`src/rtl/qspi_tx_shifter.sv`:
```
// ============================================================================
// qspi_tx_shifter -- QSPI transmit shifter: pulls 32-bit words from a TX FIFO
// and drives them MSB-first on 1/2/4 lanes. Optional macro QSPI_TX_PREFETCH_EN
// enables gapless word-to-word prefetch.
// Revision: 1.0
// ============================================================================
`default_nettype none

module qspi_tx_shifter (
    input  logic        clk,
    input  logic        rst_n,
    input  logic        start,
    input  logic [7:0]  word_count,
    input  logic [1:0]  lane_mode,
    input  logic        fifo_empty,
    output logic        fifo_rd_en,
    input  logic [31:0] fifo_data,
    output logic [3:0]  io_out,
    output logic [3:0]  io_oe,
    output logic        sclk_en,
    output logic        busy,
    output logic        done
);

    typedef enum logic [2:0] {
        S_IDLE   = 3'd0,
        S_FETCH  = 3'd1,
        S_LOAD   = 3'd2,
        S_SHIFT  = 3'd3,
        S_FINISH = 3'd4
    } state_t;

    localparam logic [1:0] M_SINGLE = 2'd0;
    localparam logic [1:0] M_DUAL   = 2'd1;
    localparam logic [1:0] M_QUAD   = 2'd2;

    state_t      state_q;
    logic [1:0]  mode_q;
    logic [7:0]  words_q;
    logic [31:0] sr_q;
    logic [5:0]  grp_q;
    logic        pf_q;
    logic [3:0]  io_out_q;
    logic [3:0]  io_oe_q;
    logic        sclk_en_q;
    logic        busy_q;
    logic        done_q;

    logic [1:0]  mode_d;
    logic        last_grp_d;
    logic        more_words_d;
    logic        pf_rd_d;

    function automatic logic [3:0] grp_of(input logic [31:0] d, input logic [1:0] m);
        case (m)
            M_SINGLE: grp_of = {3'b000, d[31]};
            M_DUAL:   grp_of = {2'b00, d[31:30]};
            default:  grp_of = d[31:28];
        endcase
    endfunction

    function automatic logic [31:0] shl(input logic [31:0] d, input logic [1:0] m);
        case (m)
            M_SINGLE: shl = {d[30:0], 1'b0};
            M_DUAL:   shl = {d[29:0], 2'b00};
            default:  shl = {d[27:0], 4'b0000};
        endcase
    endfunction

    function automatic logic [5:0] ngroups(input logic [1:0] m);
        case (m)
            M_SINGLE: ngroups = 6'd32;
            M_DUAL:   ngroups = 6'd16;
            default:  ngroups = 6'd8;
        endcase
    endfunction

    function automatic logic [3:0] oe_of(input logic [1:0] m);
        case (m)
            M_SINGLE: oe_of = 4'b0001;
            M_DUAL:   oe_of = 4'b0011;
            default:  oe_of = 4'b1111;
        endcase
    endfunction

    // Mode 11 collapses onto quad so the datapath only sees three encodings.
    assign mode_d = (lane_mode == 2'b00) ? M_SINGLE :
                    (lane_mode == 2'b01) ? M_DUAL : M_QUAD;

    assign last_grp_d   = (grp_q == 6'd1);
    assign more_words_d = (words_q > 8'd1);

`ifdef QSPI_TX_PREFETCH_EN
    assign pf_rd_d = (state_q == S_SHIFT) && (grp_q == 6'd2) && more_words_d && !fifo_empty;
`else
    assign pf_rd_d = 1'b0;
`endif

    // Read strobe is gated by the live empty flag so it can never fire on an empty FIFO.
    assign fifo_rd_en = ((state_q == S_FETCH) && !fifo_empty) || pf_rd_d;

    assign io_out  = io_out_q;
    assign io_oe   = io_oe_q;
    assign sclk_en = sclk_en_q;
    assign busy    = busy_q;
    assign done    = done_q;

    always_ff @(posedge clk) begin
        if (!rst_n) begin
            state_q   <= S_IDLE;
            mode_q    <= M_SINGLE;
            words_q   <= 8'd0;
            sr_q      <= 32'd0;
            grp_q     <= 6'd0;
            pf_q      <= 1'b0;
            io_out_q  <= 4'd0;
            io_oe_q   <= 4'd0;
            sclk_en_q <= 1'b0;
            busy_q    <= 1'b0;
            done_q    <= 1'b0;
        end else begin
            done_q <= 1'b0;
            pf_q   <= pf_rd_d;
            case (state_q)
                S_IDLE: begin
                    if (start) begin
                        mode_q  <= mode_d;
                        words_q <= word_count;
                        busy_q  <= 1'b1;
                        io_oe_q <= oe_of(mode_d);
                        if (word_count == 8'd0) begin
                            state_q <= S_FINISH;
                            done_q  <= 1'b1;
                        end else begin
                            state_q <= S_FETCH;
                        end
                    end
                end
                S_FETCH: begin
                    if (!fifo_empty) begin
                        state_q <= S_LOAD;
                    end
                end
                S_LOAD: begin
                    sr_q      <= shl(fifo_data, mode_q);
                    io_out_q  <= grp_of(fifo_data, mode_q);
                    grp_q     <= ngroups(mode_q);
                    sclk_en_q <= 1'b1;
                    state_q   <= S_SHIFT;
                end
                S_SHIFT: begin
                    if (!last_grp_d) begin
                        io_out_q <= grp_of(sr_q, mode_q);
                        sr_q     <= shl(sr_q, mode_q);
                        grp_q    <= grp_q - 6'd1;
                    end else begin
                        words_q <= words_q - 8'd1;
                        if (!more_words_d) begin
                            state_q   <= S_FINISH;
                            done_q    <= 1'b1;
                            sclk_en_q <= 1'b0;
                            io_out_q  <= 4'd0;
                        end else if (pf_q) begin
                            // Prefetched word is on fifo_data now: continue without a gap.
                            sr_q     <= shl(fifo_data, mode_q);
                            io_out_q <= grp_of(fifo_data, mode_q);
                            grp_q    <= ngroups(mode_q);
                        end else begin
                            state_q   <= S_FETCH;
                            sclk_en_q <= 1'b0;
                            io_out_q  <= 4'd0;
                        end
                    end
                end
                S_FINISH: begin
                    state_q <= S_IDLE;
                    busy_q  <= 1'b0;
                    io_oe_q <= 4'd0;
                end
                default: begin
                    state_q <= S_IDLE;
                end
            endcase
        end
    end

endmodule

`default_nettype wire

```
`config.mk`:
```
export PLATFORM = sky130hd
export DESIGN_NAME = qspi_tx_shifter
export DESIGN_NICKNAME = d
export VERILOG_FILES = /design/src/rtl/qspi_tx_shifter.sv
export SDC_FILE = /design/constraint.sdc
export NUM_CORES = 1
export LEC_CHECK = 0
export CORE_MARGIN = 5
export CORE_UTILIZATION = 45
export CTS_BUF_LIST = sky130_fd_sc_hd__clkbuf_2 sky130_fd_sc_hd__clkbuf_4 sky130_fd_sc_hd__clkbuf_8
export DETAILED_ROUTE_END_ITERATION = 8
export PLACE_DENSITY = 0.71
export SYNTH_ARGS = -nofsm -noshare
export SYNTH_HDL_FRONTEND = slang
export SYNTH_SLANG_ARGS = --single-unit
```
`constraint.sdc`:
```
create_clock -name clk -period 1.5 [get_ports clk]
set_input_delay 0.15 -clock clk [delete_from_list [all_inputs] [get_ports clk]]
set_output_delay 0.15 -clock clk [all_outputs]
set_load 0.005 [all_outputs]
```
# Word level (Yosys, flattened, before mapping)

Index checks and enable logic that the tools add are counted.

Register bits: 62
Input port bits: 46
Output and inout port bits: 12
Word-level logic and storage cells: 75

Add/subtract/negate cells: 2
Magnitude comparators: 1
Equal/unequal tests: 12
Mux-type cells: 34
Reduce and logical (&&, ||, !) cells: 16

Operator list:

| kind                  | count |
|---|---|
| $pmux W32 S2          | 3 |
| $pmux W4 S2           | 5 |
| $mux W32              | 1 |
| $pmux W6 S2           | 2 |
| $mux W8               | 2 |
| $pmux W8 S2           | 1 |
| $mux W3               | 5 |
| $pmux W3 S4           | 1 |
| $gt A8 B1 Y1 const B  | 1 |
| $logic_not A8 Y1      | 1 |
| $mux W4               | 2 |
| $ne A2 B2 Y1 const B  | 4 |
| $reduce_and A2 Y1     | 4 |
| $sub A8 B1 Y8 const B | 1 |
| $eq A2 B1 Y1 const B  | 3 |
| $eq A3 B2 Y1 const B  | 2 |
| $eq A6 B1 Y1 const B  | 1 |
| $logic_not A2 Y1      | 3 |
| $mux W1               | 6 |
| $mux W6               | 1 |
| $pmux W1 S2           | 3 |
| $reduce_and A3 Y1     | 2 |
| $reduce_bool A2 Y1    | 3 |
| $sub A6 B1 Y6 const B | 1 |
| other kinds (6)       | 7 |

# Depth between registers and ports, before layout

Gate-level depths: netlist (run 1).

Depth after elaboration: 7
Depth in mapped cells: 8
Mapped depth without buffers: 6

# Least setup slack after synthesis (run 1)

Ideal clock, no wire load.

Path kind: register to register
Start: register state_q[2]
End: register sr_q[10]
Setup time: 117 ps
Data arrival time: 1535 ps
Data required time: 1383 ps
Path slack: -153 ps
Stages on the path, launching flop included: 8
Path buffers: 3
Clock period less this slack: 1653 ps
Path through: dfxtp_1 > buf_2 > nand3b_1 > buf_4 > buf_4 > mux2i_1 > o221ai_1 > a32o_1

Longest elaborated chain between the ends: 3

RTL lines:

| item                                                                | line | text |
|---|---|---|
| start, declared                                                     | 37   | `state_t state_q;` |
| start signal, assigned                                              | 110  | `state_q <= S_IDLE;` |
| start signal, assigned                                              | 132  | `state_q <= S_FINISH;` |
| start signal, assigned                                              | 135  | `state_q <= S_FETCH;` |
| $eq A3 B2 Y1                                                        | 124  | `case (state_q)` |
| $ne A2 B2 Y1 (no source line) or $reduce_bool A2 Y1 (tied branches) | --   |  |
| $reduce_and A2 Y1 (no source line)                                  | --   |  |
| end signal, assigned                                                | 145  | `sr_q <= shl(fifo_data, mode_q);` |
| end signal, assigned                                                | 154  | `sr_q <= shl(sr_q, mode_q);` |
| end signal, assigned                                                | 165  | `sr_q <= shl(fifo_data, mode_q);` |
| end, declared                                                       | 40   | `logic [31:0] sr_q;` |

Several ways; a longest one is shown, not always the timed one.
A chain may end at the register's enable or synchronous reset.

# Final worst setup path (run 1)

Start: register grp_q[2]
End: register words_q[5]

Longest elaborated chain between the ends: 3

RTL lines:

| item                               | line | text |
|---|---|---|
| start, declared                    | 41   | `logic [5:0] grp_q;` |
| start signal, assigned             | 147  | `grp_q <= ngroups(mode_q);` |
| start signal, assigned             | 155  | `grp_q <= grp_q - 6'd1;` |
| start signal, assigned             | 167  | `grp_q <= ngroups(mode_q);` |
| $eq A6 B1 Y1                       | 90   | `assign last_grp_d = (grp_q == 6'd1);` |
| $ne A2 B2 Y1 (no source line)      | --   |  |
| $reduce_and A3 Y1 (no source line) | --   |  |
| end signal, assigned               | 128  | `words_q <= word_count;` |
| end signal, assigned               | 157  | `words_q <= words_q - 8'd1;` |
| end, declared                      | 39   | `logic [7:0] words_q;` |

No other way between the ends.

==> results of run 1 <==
[placed cells by master (no fill, tap or decap), types with 3 or more instances in the layout]
| cell type | count |
|---|---|
| a21o_1 | 3 |
| a21oi_1 | 47 |
| a21oi_2 | 3 |
| a22oi_1 | 5 |
| a31oi_1 | 4 |
| a31oi_4 | 3 |
| a32o_1 | 26 |
| buf_12 | 7 |
| buf_4 | 62 |
| buf_6 | 6 |
| clkbuf_8 | 11 |
| clkdlybuf4s50_1 | 56 |
| dfxtp_1 | 52 |
| dfxtp_2 | 5 |
| inv_1 | 31 |
| mux2i_1 | 32 |
| nand2_1 | 52 |
| nand2_2 | 3 |
| nand2b_1 | 5 |
| nand3_1 | 6 |
| nand3b_1 | 7 |
| nand4_1 | 6 |
| nor2_1 | 15 |
| nor2_4 | 4 |
| nor2b_1 | 4 |
| nor3_1 | 9 |
| o211ai_1 | 30 |
| o21ai_0 | 14 |
| o21ai_1 | 3 |
| o221ai_1 | 26 |
[worst paths after layout]
check / from / endpoint / slack (ns) / depth (start not counted)
max: grp_q[2] / words_q[5] / -0.11 / 5
min: lane_mode[0] / mode_q[0] / 0.43 / 3
max reg2reg: grp_q[2] / words_q[5] / -0.11 / 5
min reg2reg: io_out[2] / io_out[2] / 0.47 / 2
[power by group through the flow]
stage / registers [W] / clock network [W] / logic, W
floorplan: 0.00180 / 0 / 0.000843
global placement: 0.00183 / 0 / 0.00136
detailed placement: 0.00184 / 0 / 0.00139
CTS: 0.00180 / 0.00155 / 0.00148
global route: 0.00182 / 0.00162 / 0.00167
finish: 0.00181 / 0.00152 / 0.00154
[flip-flops by register name, indices dropped and copies added (netlist names)]
| name | count |
|---|---|
| sr_q | 31 |
| words_q | 8 |
| grp_q | 6 |
| io_out | 4 |
| io_oe | 3 |
| state_q | 3 |
| mode_q | 2 |
| done | 1 |
| sclk_en | 1 |
[area by class of cell]
class | instances | area [sq um] | share of cell area (%)
clock buffer | 13 | 166.4 | 2.960
clock inverter | 2 | 35.03 | 0.6231
inverter | 34 | 127.6 | 2.270
multi-input combinational | 362 | 2710 | 48.20
sequential | 59 | 1195 | 21.25
tap | 108 | 135.1 | 2.403
timing repair buffer | 133 | 1254 | 22.30
[routing by layer]
layer / vias up / wire length (microns)
met1: 2137 / 5649
met2: 173 / 6127
met5: - / 0
met4: 0 / 100
met3: 10 / 789
li1: 2114 / -
[cell families (layout without fill, tap and decap cells)]
| group | count (synthesis) | in the layout | synth area share (%) |
|---|---|---|---|
| AOI/OAI and AO/OA | 187 | 187 | 33.57 |
| xor gates and xnor gates | 1 | 1 | 0.2178 |
| adders and majority gates | 4 | 4 | 1.245 |
| buffers and inverters | 82 | 182 | 8.868 |
| DFF | 59 | 59 | 29.37 |
| muxes | 37 | 37 | 9.863 |
| and+or+nand+nor | 130 | 133 | 16.86 |
[what timing repair did]
| action | 4_1_cts | 5_1_grt |
|---|---|---|
| setup buffers | 3 | 3 |
| gates resized for setup | 32 | 18 |
| hold buffers | 0 | 0 |
| pin swaps | 21 | 8 |
| hold endpoints to repair | 0 | 0 |
| gates cloned | 3 | 0 |
| endpoints found under the setup margin | 44 | 55 |
[per-stage QoR]
step	util, %	cells
detailed placement	59.18	688
CTS	63.31	708
global route	64.48	711
global placement	59.18	688
finish	64.48	711
floorplan	-	500
[worst min-delay path, cell delays in order]
cell             delay (ns)
clkdlybuf4s50_1        0.42
nand3b_1               0.09
a21oi_1                0.06
==> impl_metrics.ini, run 1 <==
[status]
outcome = finished with violations
violated_checks = setup timing

[power_and_ir_drop]
net-switching-power_w = 0.001549
static-leakage-power_nw = 2.186
irDropWorstVdd_v = 0.0005957
sequentialPowerShare_pct = 37.2
clockPowerShare_pct = 31.2
comb_power_share_pct = 31.7
internal_power_w = 0.003324
switching_share_pct = 31.79
power.density_nw_per_um2 = 866.7
post-layout-total-power_w = 0.004874

[global_route]
antenna_violations_before_repair = 0
grt_util_met2_pct = 37.10
gr-max-usage-layer = met2
grt.overflow.total = 0
grt_start_max_net_pins = 41
track_usage_pct = 22.64
met3_usage_pct = 3.946
gr-usage-met1_pct = 30.24
first_global_vias = 4329
grt_first_pass_wirelength_mm = 20.98

[timing]
max-slew-margin-rel_pct = 70.89
report.final.slew_viol_count = 0
totalNegativeSetupSlack_ns = -2.477
finalWorstPathRequiredPeriod_ns = 1.608
fin_skew_ns = 0.01092
timing.final.ws_setup_ns = -0.1082
worst_slew_pin_slew_ns = 0.4340
timing.final.setup_violations = 44
finalHoldWorstSlack_ns = 0.4314
final.period_utilization_pct = 107.2
unrepaired_setup_endpoints_after_global_routing = true
final_hold_viol_count = 0
max_freq_mhz = 621.8

[min_path]
min_path_type = input port to register

[drt]
wire_per_inst_microns = 17.82
via_per_inst = 6.236
drt_pass1_iterations = 5
num_vias = 4434
drt_iter0_markers = 416
postRouteWirelength_mm = 12.67
drt.antenna.violating_nets = 0
drc_errors = 0

[place]
place_ws_ns = -0.2872
detailed_place.area_sq_um = 5161
place.detailed.hpwl_mm = 8.557
placement.io_buffers = 57
place_congestion = 0.8609

[worst_setup_path]
worst_path_dominant_cell_family = compound AO/OA/AOI/OAI gates
setup.worst_path.end_class = register
worstPathArrival_ns = 1.84
worst-endpoint-required_ns = 1.74
critical_path_buf_inv_count = 1
timing.critical_path.slowest_cell_delay_ns = 0.39
kind_of_start_point_of_the_critical_path = register
crit_path_top_delay_cell = nor4_4
critical_path_peak_fanout = 6
critPathKind = register to register
critical_path.cell_chain = nor4_4 > buf_4 > nand3_2 > o2111a_1 > a221o_1

[logic_synthesis]
synth_fp_nets = 550
synthTopCellsByArea = dfxtp_1 29%, mux2i_1 8.5%, a32o_1 6.5%
number_of_synthesized_flops_with_an_enable_pin = 0
syn-mean-instance-area_sq_um = 8.043
syn_area_sq_um = 4021
netlist-cell-type-count = 59
yosys_most_used_dff = dfxtp_1
yosys.area.top_type = dfxtp_1
synth_top_cells_by_count = 59 x dfxtp_1, 55 x nand2_1, 51 x a21oi_1
yosysMostFrequentCell = dfxtp_1
synth-async-reset-ratio_pct = 0
synth-seq-area-share_pct = 29.37
synth_cells = 500
yosys.area.top_type_share_pct = 29.37
synth_warnings = 0
synth-seq-cells = 59

[clocking]
cts.sink_count = 59
clock_tree.root_cell = clkbuf_8
clock_latency_ns = 0.34
cts-htree-levels = 3
clockBufferDepth = 2
cts.reportedPaths.clkPinSlew_ns = 0.07
cts_tree = done
cts-buffers-inserted = 9

[finish]
post_route_cells_drive_above_1_share_pct = 22.72
antenna_cells_inserted = 0
fill_cells = 729
final_area_sq_um = 5623
finalNetCount = 649
area_delta_synth_final_pct = 39.83

[floorplan]
core_sq_um = 8721
core.rowCount = 34
fp.dieH_microns = 104.5
die-area_sq_um = 10930
floorplan.initialDensity_pct = 46.11
num_ports = 58
fp.dieW_microns = 104.5

[flow_run]
maxCapViolations = 0
Power figures use the tool's default switching activity.
==> run 2, diff against run 1 <==
CORE_UTILIZATION = 50   (was 45)
PLACE_DENSITY = 0.77   (was 0.71)
==> impl_metrics.ini, run 2 (synthesized netlist as in run 1, its figures left out) <==
[power_and_ir_drop]
power.density_nw_per_um2 = 888.3
comb_power_share_pct = 34.6
net-switching-power_w = 0.001695
switching_share_pct = 32.15
internal_power_w = 0.003578
irDropWorstVdd_v = 0.0005944
post-layout-total-power_w = 0.005272
clockPowerShare_pct = 30.9
static-leakage-power_nw = 2.291
sequentialPowerShare_pct = 34.5

[floorplan]
num_ports = 58
die-area_sq_um = 9936
fp.dieW_microns = 99.68
core_sq_um = 7767
floorplan.initialDensity_pct = 51.77
fp.dieH_microns = 99.68
core.rowCount = 32

[worst_setup_path]
crit_path_frequent_cell = buf_12
rr_worst_depth = 6
reg2reg_to = sr_q[19]
timing.critical_path.slowest_cell_delay_ns = 0.36
worst_path_dominant_cell_family = compound AO/OA/AOI/OAI gates
r2r_slack_ns = -0.10
worst-path-stages = 6
worst-endpoint-required_ns = 1.74
kind_of_start_point_of_the_critical_path = register
setup.worst_path.end_class = register
critPathKind = register to register
critical_path.cell_chain = nand3b_1 > buf_12 > buf_12 > mux2i_1 > o221ai_1 > a32o_1
crit_start = state_q[2]
crit_path_top_delay_cell = dfxtp_2
critical_path_buf_inv_count = 2
rr_startpoint = state_q[2]
worstPathArrival_ns = 1.84
critical_path_peak_fanout = 10
critical_path.endpoint = sr_q[19]

[finish]
largest_reg_flops = 31
largest_registers_ranked_by_flip_flop_count = sr_q (31), words_q (8), grp_q (6)
post_route_cells_drive_above_1_share_pct = 26.46
final_cell_mix = 60 x buf_4, 56 x clkdlybuf4s50_1, 53 x nand2_1
antenna_cells_inserted = 0
largest-register = sr_q
regArea_sq_um = 1194
layout_commonest_cell = buf_4
fill_cells = 506
finalNetCount = 661
multi_input_area_sq_um = 2806
area_delta_synth_final_pct = 47.60

[drt]
drt_iter0_markers = 411
num_vias = 4711
wire_per_inst_microns = 19.49
postRouteWirelength_mm = 14.00
drt.antenna.violating_nets = 0
via_per_inst = 6.561
drt_pass1_iterations = 5
drc_errors = 0

[place]
place.detailed.hpwl_mm = 8.767
place_congestion = 0.9026
placement.io_buffers = 57

[clocking]
cts_tree = done
cts.sink_count = 59
clock_tree.root_cell = clkbuf_8
cts.reportedPaths.clkPinSlew_ns = 0.07
cts-htree-levels = 3
clockBufferDepth = 2
hold_buffers = 0
clock_latency_ns = 0.34
cts-buffers-inserted = 9

[global_route]
grt_start_max_net_pins = 39
first_global_vias = 4504
grt.overflow.total = 0
track_usage_pct = 26.80
grt_first_pass_wirelength_mm = 21.84
antenna_violations_before_repair = 0

[timing]
worst_slew_pin_slew_ns = 0.5120
final_hold_viol_count = 0
final.period_utilization_pct = 107.0
timing.final.setup_violations = 40
fin_skew_ns = 0.006540
max-slew-margin-rel_pct = 65.66
totalNegativeSetupSlack_ns = -2.109
report.final.slew_viol_count = 0
unrepaired_setup_endpoints_after_global_routing = true
max_freq_mhz = 623.1
finalWorstPathRequiredPeriod_ns = 1.605
timing.final.ws_setup_ns = -0.1049

[status]
violated_checks = setup timing
outcome = finished with violations

[min_path]
min_path_type = input port to register

[flow_run]
maxCapViolations = 0
## run 2: worst min-delay path: stages
cell             delay [ns]
clkdlybuf4s50_1        0.42
nand2_1                0.07
a31oi_1                0.07
## run 2: layout make-up
cell class / count / area share, %
Clock buffer: 11 / 2.340
Clock inverter: 5 / 1.307
Inverter: 34 / 2.150
Timing Repair Buffer: 145 / 24.66
Sequential cell: 59 / 20.11
Tap cell: 102 / 2.150
Multi-Input combinational cell: 362 / 47.28
## run 2: timing repair
action	4_1_cts	5_1_grt
setup endpoints to repair	41	51
cloned	3	0
pin swaps	11	28
gates resized for setup	39	46
setup buffers	9	4
## run 2: per-stage QoR
stage	util [%]	cell area, sq um	hold slack, ns	instances	setup WS (ns)
2_1_floorplan	-	4139	0.2860	500	-0.03699
3_3_place_gp	67.54	5246	0.4668	686	-0.2200
3_5_place_dp	67.54	5246	0.4737	686	-0.2800
4_1_cts	73.28	5692	0.3875	714	-0.07338
5_1_grt	76.42	5936	0.4124	718	-0.1499
6_report	76.42	5936	0.4074	718	-0.1049
## run 2: worst min-delay path by stage
| stage | from | end | depth (start not counted) |
|---|---|---|---|
| floorplan | lane_mode[1] | mode_q[1] | 2 |
| global placement | io_out[2] | io_out[2] | 2 |
| detailed placement | io_out[2] | io_out[2] | 2 |
| CTS | word_count[3] | words_q[3] | 3 |
| global route | word_count[3] | words_q[3] | 3 |
| finish | word_count[3] | words_q[3] | 3 |
## run 2: power by group through the flow
stage          Sequential, W  Clock (W)  Combinational [W]
3_3_place_gp         0.00182          0            0.00143
6_report             0.00182    0.00163            0.00183
4_1_cts              0.00180    0.00164            0.00161
2_1_floorplan        0.00180          0           0.000843
5_1_grt              0.00183    0.00172            0.00194
3_5_place_dp         0.00183          0            0.00147
## run 2: routing by layer
| metal | vias to the layer above | track usage, % | wire [microns] |
|---|---|---|---|
| met1 | 2262 | 34.58 | 5763 |
| met5 | - | 0 | 0 |
| met3 | 57 | 5.891 | 1015 |
| li1 | 2142 | - | - |
| met2 | 250 | 44.23 | 6745 |
| met4 | 0 | 8.929 | 471 |
